### config.mk
export PLATFORM = sky130hd
export DESIGN_NAME = left_shifter_seq
export DESIGN_NICKNAME = d
export VERILOG_FILES = /design/src/rtl/left_shifter_seq.sv
export SDC_FILE = /design/constraint.sdc
export NUM_CORES = 1
export LEC_CHECK = 0
export ABC_AREA = 0
export BUFFER_PORTS_ARGS = -buffer_cell sky130_fd_sc_hd__buf_2
export CORE_MARGIN = 1
export CORE_UTILIZATION = 60
export DETAILED_ROUTE_END_ITERATION = 10
export GPL_ROUTABILITY_DRIVEN = 1
export PLACE_DENSITY = 0.85
export SLEW_MARGIN = 5
export SYNTH_ARGS = -nofsm -noshare
export SYNTH_HDL_FRONTEND = slang
export SYNTH_SLANG_ARGS = --single-unit
### constraint.sdc
create_clock -name clk -period 6.3 [get_ports clk]
set_input_delay 1.575 -clock clk [delete_from_list [all_inputs] [get_ports clk]]
set_output_delay 1.575 -clock clk [all_outputs]
set_load 0.02 [all_outputs]
### src/rtl/left_shifter_seq.sv
// Sequential 32-bit logical left shifter (SLL/SLLI): one log-shifter stage per cycle, start/done handshake.
// Latency: 5 cycles from accepting edge to done; with SHIFTER_EARLY_DONE_EN, 1 + index of highest set bit of B.
// Backpressure: none; start is accepted only in IDLE or DONE, and start while busy is ignored (no queuing).
//
// Ports:
//   clk, rst_n        rising-edge clock, asynchronous active-low reset
//   start, A, B       request; A (value) and B (shift amount) are sampled only on the accepting edge
//   busy              high while a shift is in progress
//   done              one-cycle pulse; Shifted is valid
//   Shifted           registered result A << B, zero-filled from the LSB
//
// Optional macro: SHIFTER_EARLY_DONE_EN -- complete as soon as no higher shift-amount bits remain.
module left_shifter_seq (
    input  logic        clk,
    input  logic        rst_n,
    input  logic        start,
    input  logic [31:0] A,
    input  logic [4:0]  B,
    output logic        busy,
    output logic        done,
    output logic [31:0] Shifted
);

    typedef enum logic [1:0] {
        IDLE  = 2'd0,
        SHIFT = 2'd1,
        DONE  = 2'd2
    } state_t;

    state_t      state_q;
    logic [31:0] acc_q;
    logic [31:0] acc_d;
    logic [4:0]  amt_q;
    logic [2:0]  k_q;
    logic [31:0] shifted_q;
    logic        busy_q;
    logic        done_q;
    logic        last_stage;

    // One stage of the log-shifter: stage k shifts by 2^k when amount bit k is set.
    always_comb begin
        acc_d = acc_q;
        case (k_q)
            3'd0:    if (amt_q[0]) acc_d = {acc_q[30:0], 1'b0};
            3'd1:    if (amt_q[1]) acc_d = {acc_q[29:0], 2'b0};
            3'd2:    if (amt_q[2]) acc_d = {acc_q[27:0], 4'b0};
            3'd3:    if (amt_q[3]) acc_d = {acc_q[23:0], 8'b0};
            3'd4:    if (amt_q[4]) acc_d = {acc_q[15:0], 16'b0};
            default: acc_d = acc_q;
        endcase
    end

`ifdef SHIFTER_EARLY_DONE_EN
    // Amount bits above the current stage; once they are all zero the
    // remaining stages would not change acc, so finish on this edge.
    logic [4:0] rem_bits;
    always_comb begin
        rem_bits   = amt_q >> (k_q + 3'd1);
        last_stage = (k_q == 3'd4) || (rem_bits == 5'd0);
    end
`else
    always_comb begin
        last_stage = (k_q == 3'd4);
    end
`endif

    always_ff @(posedge clk or negedge rst_n) begin
        if (!rst_n) begin
            state_q   <= IDLE;
            acc_q     <= '0;
            amt_q     <= '0;
            k_q       <= '0;
            shifted_q <= '0;
            busy_q    <= 1'b0;
            done_q    <= 1'b0;
        end else begin
            case (state_q)
                IDLE, DONE: begin
                    // DONE accepts a new start so operations can run back-to-back.
                    if (start) begin
                        acc_q   <= A;
                        amt_q   <= B;
                        k_q     <= 3'd0;
                        state_q <= SHIFT;
                        busy_q  <= 1'b1;
                        done_q  <= 1'b0;
                    end else begin
                        state_q <= IDLE;
                        busy_q  <= 1'b0;
                        done_q  <= 1'b0;
                    end
                end
                SHIFT: begin
                    acc_q <= acc_d;
                    k_q   <= k_q + 3'd1;
                    if (last_stage) begin
                        shifted_q <= acc_d;
                        state_q   <= DONE;
                        busy_q    <= 1'b0;
                        done_q    <= 1'b1;
                    end
                end
                default: begin
                    state_q <= IDLE;
                    busy_q  <= 1'b0;
                    done_q  <= 1'b0;
                end
            endcase
        end
    end

    // busy_q/done_q are updated in lockstep with state_q, so they equal
    // (state==SHIFT) and (state==DONE) but come straight from flops.
    assign busy    = busy_q;
    assign done    = done_q;
    assign Shifted = shifted_q;

endmodule

==> impl_metrics.csv, run 1 <==
group,metric,value,unit
timing,final-hold-violation-count,0,
clock_network,cts_buffers,9,
synthesis,syn_nets,535,
timing,max_freq,0.290,GHz
synthesis,netlist_instances,490,
final_layout,nFillCells,600,
timing,finalCriticalPeriod,3.45,ns
placement,gp_congestion,1.01,
synthesis,synthFlopType,"dfrtp_1",
timing,drv_slew,0,
detailed_routing,dr.first_iter.drc_count,573,
clock_network,h-tree-depth,3,
clock_network,post_cts_buffers,0,
synthesis,synth-seq-area-share,0.411,
timing,setup_viol,0,
final_layout,antennaDiodeCount,0,
final_layout,fin_util,0.688,
global_routing,grt_max_degree,75,
clock_network,cts_resized,0,
final_layout,layout_common_cells,"nand2_1, dfrtp_1, buf_2",
worst_hold_path,min_path_cells,2,
floorplanning,rows,31,
job,cap_violations,0,
timing,tightest_slew,0.943,ns
timing,whs,0.477,ns
pwr,peakVddDrop,387,uV
worst_hold_path,min_to,"Shifted[20]",
setup_path,worstSetupPathType,"in -> reg",
status,status,"completed",
final_layout,syn_to_final_growth,11.0,%
clock_network,clock_path_buffers,2,
setup_path,critical_path_arrival,3.69,ns
floorplanning,fp.dieW,88.6,um
setup_path,r2r_slack,3.29,ns
detailed_routing,vias,4161,
synthesis,syn_avg_cell_area,9.18,um2
worst_hold_path,min_from,"Shifted[20]",
placement,post-dp-hpwl,8.46,mm
global_routing,grt_pass1_wl,20.1,mm
final_layout,final_nets,571,
floorplanning,dieArea,7850,um2
setup_path,end_kind,"flip-flop",
floorplanning,fp.dieH,88.6,um
floorplanning,initial_core_util,0.620,
clock_network,clock_latency,0.36,ns
setup_path,r2r_cells,7,
synthesis,ys_seq_elements,74,
setup_path,worst-path-max-fanout,21,
pwr,p_per_area,603,nW/um2
detailed_routing,postRouteAntennaNets,0,
detailed_routing,wl,12.6,mm
setup_path,regToRegStartpoint,"k_q[2]",
timing,finalCritPeriodShare,0.548,
synthesis,ys_types,44,
timing,finalSetupTns,0,ns
clock_network,cts-root-buf,"clkbuf_8",
detailed_routing,wl_per_cell,19.9,um
pwr,leakagePower,0.00230,uW
synthesis,synth_edf_count,0,
global_routing,antenna_found_initial,0,
synthesis,netlist_area,4500,um2
final_layout,drive_gt1_frac,0.194,
clock_network,cts_tree,"done",
floorplanning,core_area,7250,um2
timing,clock_skew,0.0105,ns
timing,slew-limit-headroom,0.363,
detailed_routing,drc_errors,0,
global_routing,overflow,0,
synthesis,yosys_warnings,0,
detailed_routing,viasPerCell,6.60,
setup_path,crit_required,6.54,ns
global_routing,track_usage,0.339,
placement,port_buffers,73,
clock_network,ctsHoldBuffers,0,
detailed_routing,dr.pass1.iters,5,
setup_path,worst_r2r_endpoint,"Shifted[28]",
setup_path,critPathLaunchType,"primary input",
worst_hold_path,min_path_type,"reg -> reg",
final_layout,layout_commonest_cell,"nand2_1",
clock_network,path_clk_slew,0.08,ns
synthesis,async_flop_share,1.00,
global_routing,grt_pass1_vias,3835,
clock_network,cts_sinks,74,
floorplanning,ios,74,
timing,grt_setup_unrepaired,"false",
-- cell type report --
| type | count | area, um2 | share of cell area |
|---|---|---|---|
| clock buffer | 11 | 151 | 0.0303 |
| sequential | 74 | 1850 | 0.371 |
| tap | 99 | 124 | 0.0248 |
| multi-input combinational | 357 | 2380 | 0.477 |
| timing repair buffer | 78 | 403 | 0.0807 |
| clock inverter | 5 | 60.1 | 0.0120 |
| inverter | 6 | 22.5 | 0.00451 |
-- state kept, by name, indices dropped and copies added (netlist names) --
name,count
done,1
Shifted,32
state_q,1
k_q,3
amt_q,5
acc_q,32
-- critical path: stages --
cell and delay [ns]:
buf_2 0.08, nor2b_2 0.74, buf_4 0.37, nor2_1 0.25, a21o_1 0.29, a221o_1 0.36
-- routing by layer --
metal	GRT usage	vias to the layer above	routed length, um
met5	0	-	0
met4	0.139	0	270
met3	0.0504	30	833
met2	0.530	196	5840
met1	0.473	2045	5610
li1	-	1890	-
-- through the flow --
step	setup WS, ns	area [um2]	total power [uW]	cells
after floorplan	3.71	4500	2160	490
after global placement	2.60	4780	2520	614
after detailed placement	2.54	4780	2580	614
after CTS	2.89	4990	2970	630
after global routing	2.74	4990	3210	630
final	2.85	4990	3010	630
-- synth_stat cells (all sizes together), types with 2 or more instances --
| master | instances | share of area |
|---|---|---|
| mux2i | 43 | 0.096 |
| o211ai | 10 | 0.017 |
| ha | 5 | 0.014 |
| nand3b | 2 | 0.0033 |
| and2 | 4 | 0.0056 |
| nor2 | 15 | 0.013 |
| clkbuf | 31 | 0.026 |
| a221o | 13 | 0.029 |
| a22oi | 37 | 0.065 |
| nand3 | 9 | 0.010 |
| o221ai | 3 | 0.0058 |
| nand2b | 5 | 0.0070 |
| o22ai | 16 | 0.022 |
| nor2b | 6 | 0.0089 |
| buf | 22 | 0.029 |
| inv | 6 | 0.0050 |
| a211oi | 5 | 0.0083 |
| a31oi | 2 | 0.0028 |
| o21ai | 28 | 0.031 |
| a21oi | 22 | 0.024 |
| a21o | 5 | 0.0083 |
| o2bb2ai | 4 | 0.0078 |
| a22o | 15 | 0.029 |
| mux2 | 4 | 0.010 |
| a2111oi | 2 | 0.0039 |
| and3b | 3 | 0.0058 |
| dfrtp | 74 | 0.41 |
| nand2 | 84 | 0.072 |
| a32oi | 5 | 0.0097 |
| nor3 | 2 | 0.0022 |
-- worst max-delay path by stage --
stage / from / endpoint / slack, ns
after global routing: start / acc_q[9] / 2.74
after global placement: start / acc_q[10] / 2.60
after CTS: start / acc_q[10] / 2.89
after floorplan: start / acc_q[23] / 3.71
final: start / acc_q[10] / 2.85
after detailed placement: start / acc_q[10] / 2.54
-- cell families after synthesis --
logic type | after synthesis | synth area share
AO/OA/AOI/OAI | 174 | 0.281
multiplexers | 47 | 0.106
adder cells (fa/ha/maj) | 5 | 0.0139
flip-flops | 74 | 0.411
buffers and inverters | 59 | 0.0600
AND/OR/NAND/NOR | 131 | 0.128
-- power breakdown --
group / internal (uW) / switching, uW / leakage [uW]
Combinational: 620 / 945 / 0.00126
Clock: 207 / 188 / 0.000106
Sequential: 687 / 365 / 0.000935
No activity file was read; power rests on OpenSTA's default activity.
==> run 2: changes to the inputs <==
Settings changed: CORE_UTILIZATION 60 to 57, PLACE_DENSITY 0.85 to 0.82.
Clock period 6.3 ns to 3.6 ns, I/O delays scaled along.
==> impl_metrics.csv, run 2 (synthesis gave the netlist of run 1 again) <==
group,metric,value,unit
final_layout,nFillCells,679,
floorplanning,rows,32,
final_layout,drive_gt1_frac,0.194,
timing,max_freq,0.358,GHz
setup_path,critical_path_arrival,3.03,ns
clock_network,post_cts_buffers,0,
final_layout,layout_common_cells,"nand2_1, dfrtp_1, buf_2",
detailed_routing,vias,4175,
detailed_routing,postRouteAntennaNets,0,
global_routing,grt_pass1_vias,4048,
clock_network,ctsHoldBuffers,0,
clock_network,cts_sinks,74,
clock_network,cts-root-buf,"clkbuf_8",
global_routing,track_usage,0.332,
detailed_routing,dr.first_iter.drc_count,473,
timing,clock_skew,0.0109,ns
clock_network,clock_path_buffers,2,
timing,slew-limit-headroom,0.348,
setup_path,critPathLaunchType,"flip-flop",
clock_network,path_clk_slew,0.08,ns
placement,port_buffers,73,
timing,finalSetupTns,0,ns
final_layout,fin_util,0.653,
timing,finalCriticalPeriod,2.79,ns
global_routing,grt_max_degree,46,
setup_path,r2r_slack,0.81,ns
setup_path,worst-path-max-fanout,14,
global_routing,grt_pass1_wl,21.5,mm
timing,grt_setup_unrepaired,"false",
placement,post-dp-hpwl,8.93,mm
timing,setup_viol,0,
clock_network,cts_buffers,9,
final_layout,syn_to_final_growth,11.5,%
floorplanning,dieArea,8250,um2
floorplanning,fp.dieH,90.9,um
detailed_routing,viasPerCell,6.60,
floorplanning,initial_core_util,0.585,
final_layout,layoutNonFillerInstCount,633,
setup_path,crit_path_cell_trace,"inv_1 -> ha_1 -> mux2i_1 -> a22oi_4 -> a41oi_1 -> a221o_1",
job,cap_violations,0,
timing,final-hold-violation-count,0,
timing,finalCritPeriodShare,0.776,
pwr,peakVddDrop,645,uV
clock_network,h-tree-depth,3,
setup_path,crit_required,3.83,ns
status,status,"completed",
global_routing,overflow,0,
floorplanning,ios,74,
final_layout,layout_commonest_cell,"nand2_1",
setup_path,end_kind,"flip-flop",
clock_network,cts_resized,0,
clock_network,cts_tree,"done",
timing,drv_slew,0,
pwr,p_per_area,1060,nW/um2
floorplanning,core_area,7690,um2
detailed_routing,drc_errors,0,
setup_path,crit_slowest_cell,"dfrtp_1",
setup_path,worstSetupPathType,"reg -> reg",
timing,tightest_slew,0.978,ns
floorplanning,fp.dieW,90.9,um
global_routing,antenna_found_initial,0,
placement,dp.cells,619,
pwr,leakagePower,0.00231,uW
detailed_routing,wl_per_cell,20.5,um
detailed_routing,wl,13.0,mm
placement,gp_congestion,0.957,
detailed_routing,dr.pass1.iters,6,
setup_path,max_stage_delay,0.52,ns
final_layout,antennaDiodeCount,0,
final_layout,final_nets,573,
clock_network,clock_latency,0.35,ns
worst_hold_path,min_path_type,"reg -> reg",
==> run 2: cell types whose count changed in the layout (fill, tap and decap cells not counted) <==
cell and delta:
buf_4 +1, clkinv_4 +1, bufinv_16 +1, inv_6 -2, buf_12 +1, clkbuf_8 -2
==> run 2: worst paths after layout <==
kind	startpoint	endpoint	cells past startpoint
worst max-delay path	k_q[2]	acc_q[2]	6
min in group asynchronous	rst_n	Shifted[23]	1
worst min register to register	Shifted[21]	Shifted[21]	2
worst max register to register	k_q[2]	acc_q[2]	6
max in group asynchronous	rst_n	Shifted[3]	2
worst min-delay path	Shifted[21]	Shifted[21]	2
==> run 2: layout make-up <==
cell class / count / area (um2) / share of cell area
Clock buffer: 9 / 124 / 0.0247
Clock inverter: 5 / 81.3 / 0.0162
Inverter: 6 / 22.5 / 0.00449
Multi-Input combinational cell: 357 / 2380 / 0.474
Sequential cell: 74 / 1850 / 0.369
Tap cell: 102 / 128 / 0.0254
Timing Repair Buffer: 80 / 430 / 0.0858
==> run 2: worst max-delay path: cells and delay by family, from the launching register on <==
| kind | cells | cell delay, ns |
|---|---|---|
| AOI/OAI and AO/OA | 3 | 1.22 |
| adders and majority gates | 1 | 0.50 |
| buffers and inverters | 1 | 0.25 |
| DFF | 1 | 0.52 |
| muxes | 1 | 0.20 |
==> run 2: per-layer routing <==
metal,global-route usage,wire length [um],up-vias
li1,-,-,1890
met1,0.460,5520,2025
met2,0.520,6110,225
met3,0.0581,999,35
met4,0.124,346,0
met5,0,0,-
==> run 2: stage by stage <==
stage | instance area, um2 | total power (uW) | hold WS (ns) | worst slack (ns)
2_1_floorplan | 4500 | 3780 | 0.471 | 1.53
3_3_place_gp | 4810 | 4490 | 0.457 | 0.947
3_5_place_dp | 4810 | 4560 | 0.465 | 0.842
4_1_cts | 5020 | 5260 | 0.483 | 0.832
5_1_grt | 5020 | 5680 | 0.520 | 0.434
6_report | 5020 | 5310 | 0.473 | 0.806
==> run 2: power by group <==
part	total [uW]	switching [uW]	internal, uW
Clock	694	311	382
Combinational	2730	1630	1100
Sequential	1890	688	1200
==> run 3: changes to the inputs <==
Settings changed: CORE_UTILIZATION 57 to 51, PLACE_DENSITY 0.82 to 0.77.
Clock period 3.6 ns to 2.5 ns, I/O delays scaled along.
==> impl_metrics.csv, run 3 (synthesis gave the netlist of run 1 again) <==
group,metric,value,unit
setup_path,crit_required,2.74,ns
clock_network,cts-root-buf,"clkbuf_8",
setup_path,r2r_cells,7,
timing,finalCriticalPeriod,2.24,ns
setup_path,cp.depth,7,
timing,finalSetupTns,0,ns
placement,port_buffers,73,
placement,dpl_cell_area,4970,um2
setup_path,critPathLaunchType,"flip-flop",
clock_network,ctsHoldBuffers,0,
timing,finalCritPeriodShare,0.897,
worst_hold_path,min_path_type,"in -> async",
setup_path,end_kind,"flip-flop",
final_layout,layout_common_cells,"nand2_1, dfrtp_1, buf_2",
floorplanning,ios,74,
clock_network,clock_path_buffers,2,
clock_network,cts_sinks,74,
placement,gp_congestion,0.968,
global_routing,track_usage,0.328,
final_layout,drive_gt1_frac,0.228,
pwr,p_per_area,1540,nW/um2
placement,dp.cells,642,
setup_path,worst-path-max-fanout,14,
pwr,finalPower,8020,uW
global_routing,grt_pass1_wl,22.5,mm
setup_path,crit_slowest_cell,"dfrtp_1",
status,status,"completed",
pwr,leakagePower,0.00241,uW
detailed_routing,vias,4254,
detailed_routing,dr.pass1.iters,5,
clock_network,post_cts_buffers,0,
final_layout,post-route-cell-area,5200,um2
final_layout,nFillCells,752,
floorplanning,dieArea,9200,um2
final_layout,final_nets,593,
clock_network,h-tree-depth,3,
detailed_routing,viasPerCell,6.47,
final_layout,layout_commonest_cell,"nand2_1",
setup_path,worstSetupPathType,"reg -> reg",
global_routing,antenna_found_initial,0,
timing,layout_setup_ws,0.257,ns
floorplanning,fp.dieH,95.9,um
floorplanning,fp.dieW,95.9,um
floorplanning,rows,33,
timing,clock_skew,0.0111,ns
detailed_routing,drc_errors,0,
detailed_routing,postRouteAntennaNets,0,
clock_network,clock_latency,0.37,ns
pwr,peakVddDrop,869,uV
setup_path,critPathLaunch,"k_q[0]",
placement,place_worst_setup_slack,0.124,ns
global_routing,overflow,0,
detailed_routing,dr.first_iter.drc_count,478,
detailed_routing,wl_per_cell,21.0,um
setup_path,path_buf_inv,1,
floorplanning,initial_core_util,0.537,
clock_network,cts_buffers,9,
timing,max_freq,0.446,GHz
clock_network,path_clk_slew,0.08,ns
floorplanning,core_area,8380,um2
timing,slew-limit-headroom,0.395,
setup_path,critical_path_arrival,2.49,ns
timing,tightest_slew,0.905,ns
final_layout,syn_to_final_growth,15.5,%
timing,drv_slew,0,
timing,setup_viol,0,
setup_path,regToRegStartpoint,"k_q[0]",
setup_path,max_stage_delay,0.42,ns
final_layout,antennaDiodeCount,0,
job,cap_violations,0,
timing,final-hold-violation-count,0,
clock_network,cts_tree,"done",
setup_path,crit_path_cell_trace,"inv_1 -> ha_2 -> nor2b_2 -> o31ai_4 -> nand2_4 -> a21o_1 -> a221o_1",
global_routing,grt_max_degree,40,
timing,grt_setup_unrepaired,"false",
final_layout,layoutNonFillerInstCount,658,
clock_network,cts_resized,0,
placement,post-dp-hpwl,9.73,mm
setup_path,crit_family,"compound AO/OA/AOI/OAI gates",
global_routing,grt_pass1_vias,4215,
detailed_routing,wl,13.8,mm
-- run 3: layer usage --
layer / wire (um) / part of all wire / up-vias / global-route usage
met2: 6360 / 0.46 / 234 / 0.509
met4: 369 / 0.027 / 0 / 0.150
li1: - / - / 1936 / -
met3: 1060 / 0.076 / 32 / 0.0624
met5: 0 / 0 / - / 0
met1: 6050 / 0.44 / 2052 / 0.444
-- run 3: final cells by class --
class	count	area, um2	share of cell area
multi-input cells	357	2380	0.459
flip-flops and latches	74	1850	0.356
repair buffers	100	583	0.112
well taps	105	131	0.0253
clock buffers	9	124	0.0238
clock inverters	7	101	0.0195
inverters	6	22.5	0.00433
-- run 3: worst paths after layout --
kind,end,slack (ns)
min in group clk,amt_q[0],0.44
worst min register to register,Shifted[10],0.48
max in group asynchronous,acc_q[12],1.71
worst max-delay path,acc_q[8],0.26
worst min-delay path,Shifted[20],0.21
worst max register to register,acc_q[8],0.26
-- run 3: metrics by stage --
| step | utilization | hold WS (ns) |
|---|---|---|
| final | 0.620 | 0.208 |
| after global routing | 0.620 | 0.259 |
| after CTS | 0.620 | 0.235 |
| after detailed placement | 0.593 | 0.467 |
| after global placement | 0.593 | 0.458 |
| after floorplan | - | 0.329 |
-- run 3: where the power goes --
group	leakage (uW)	total [uW]	switching, uW	internal, uW
Sequential	0.000935	2610	880	1730
Clock	0.000112	1080	506	572
Combinational	0.00137	4330	2560	1780
Total	0.00241	8020	3940	4080
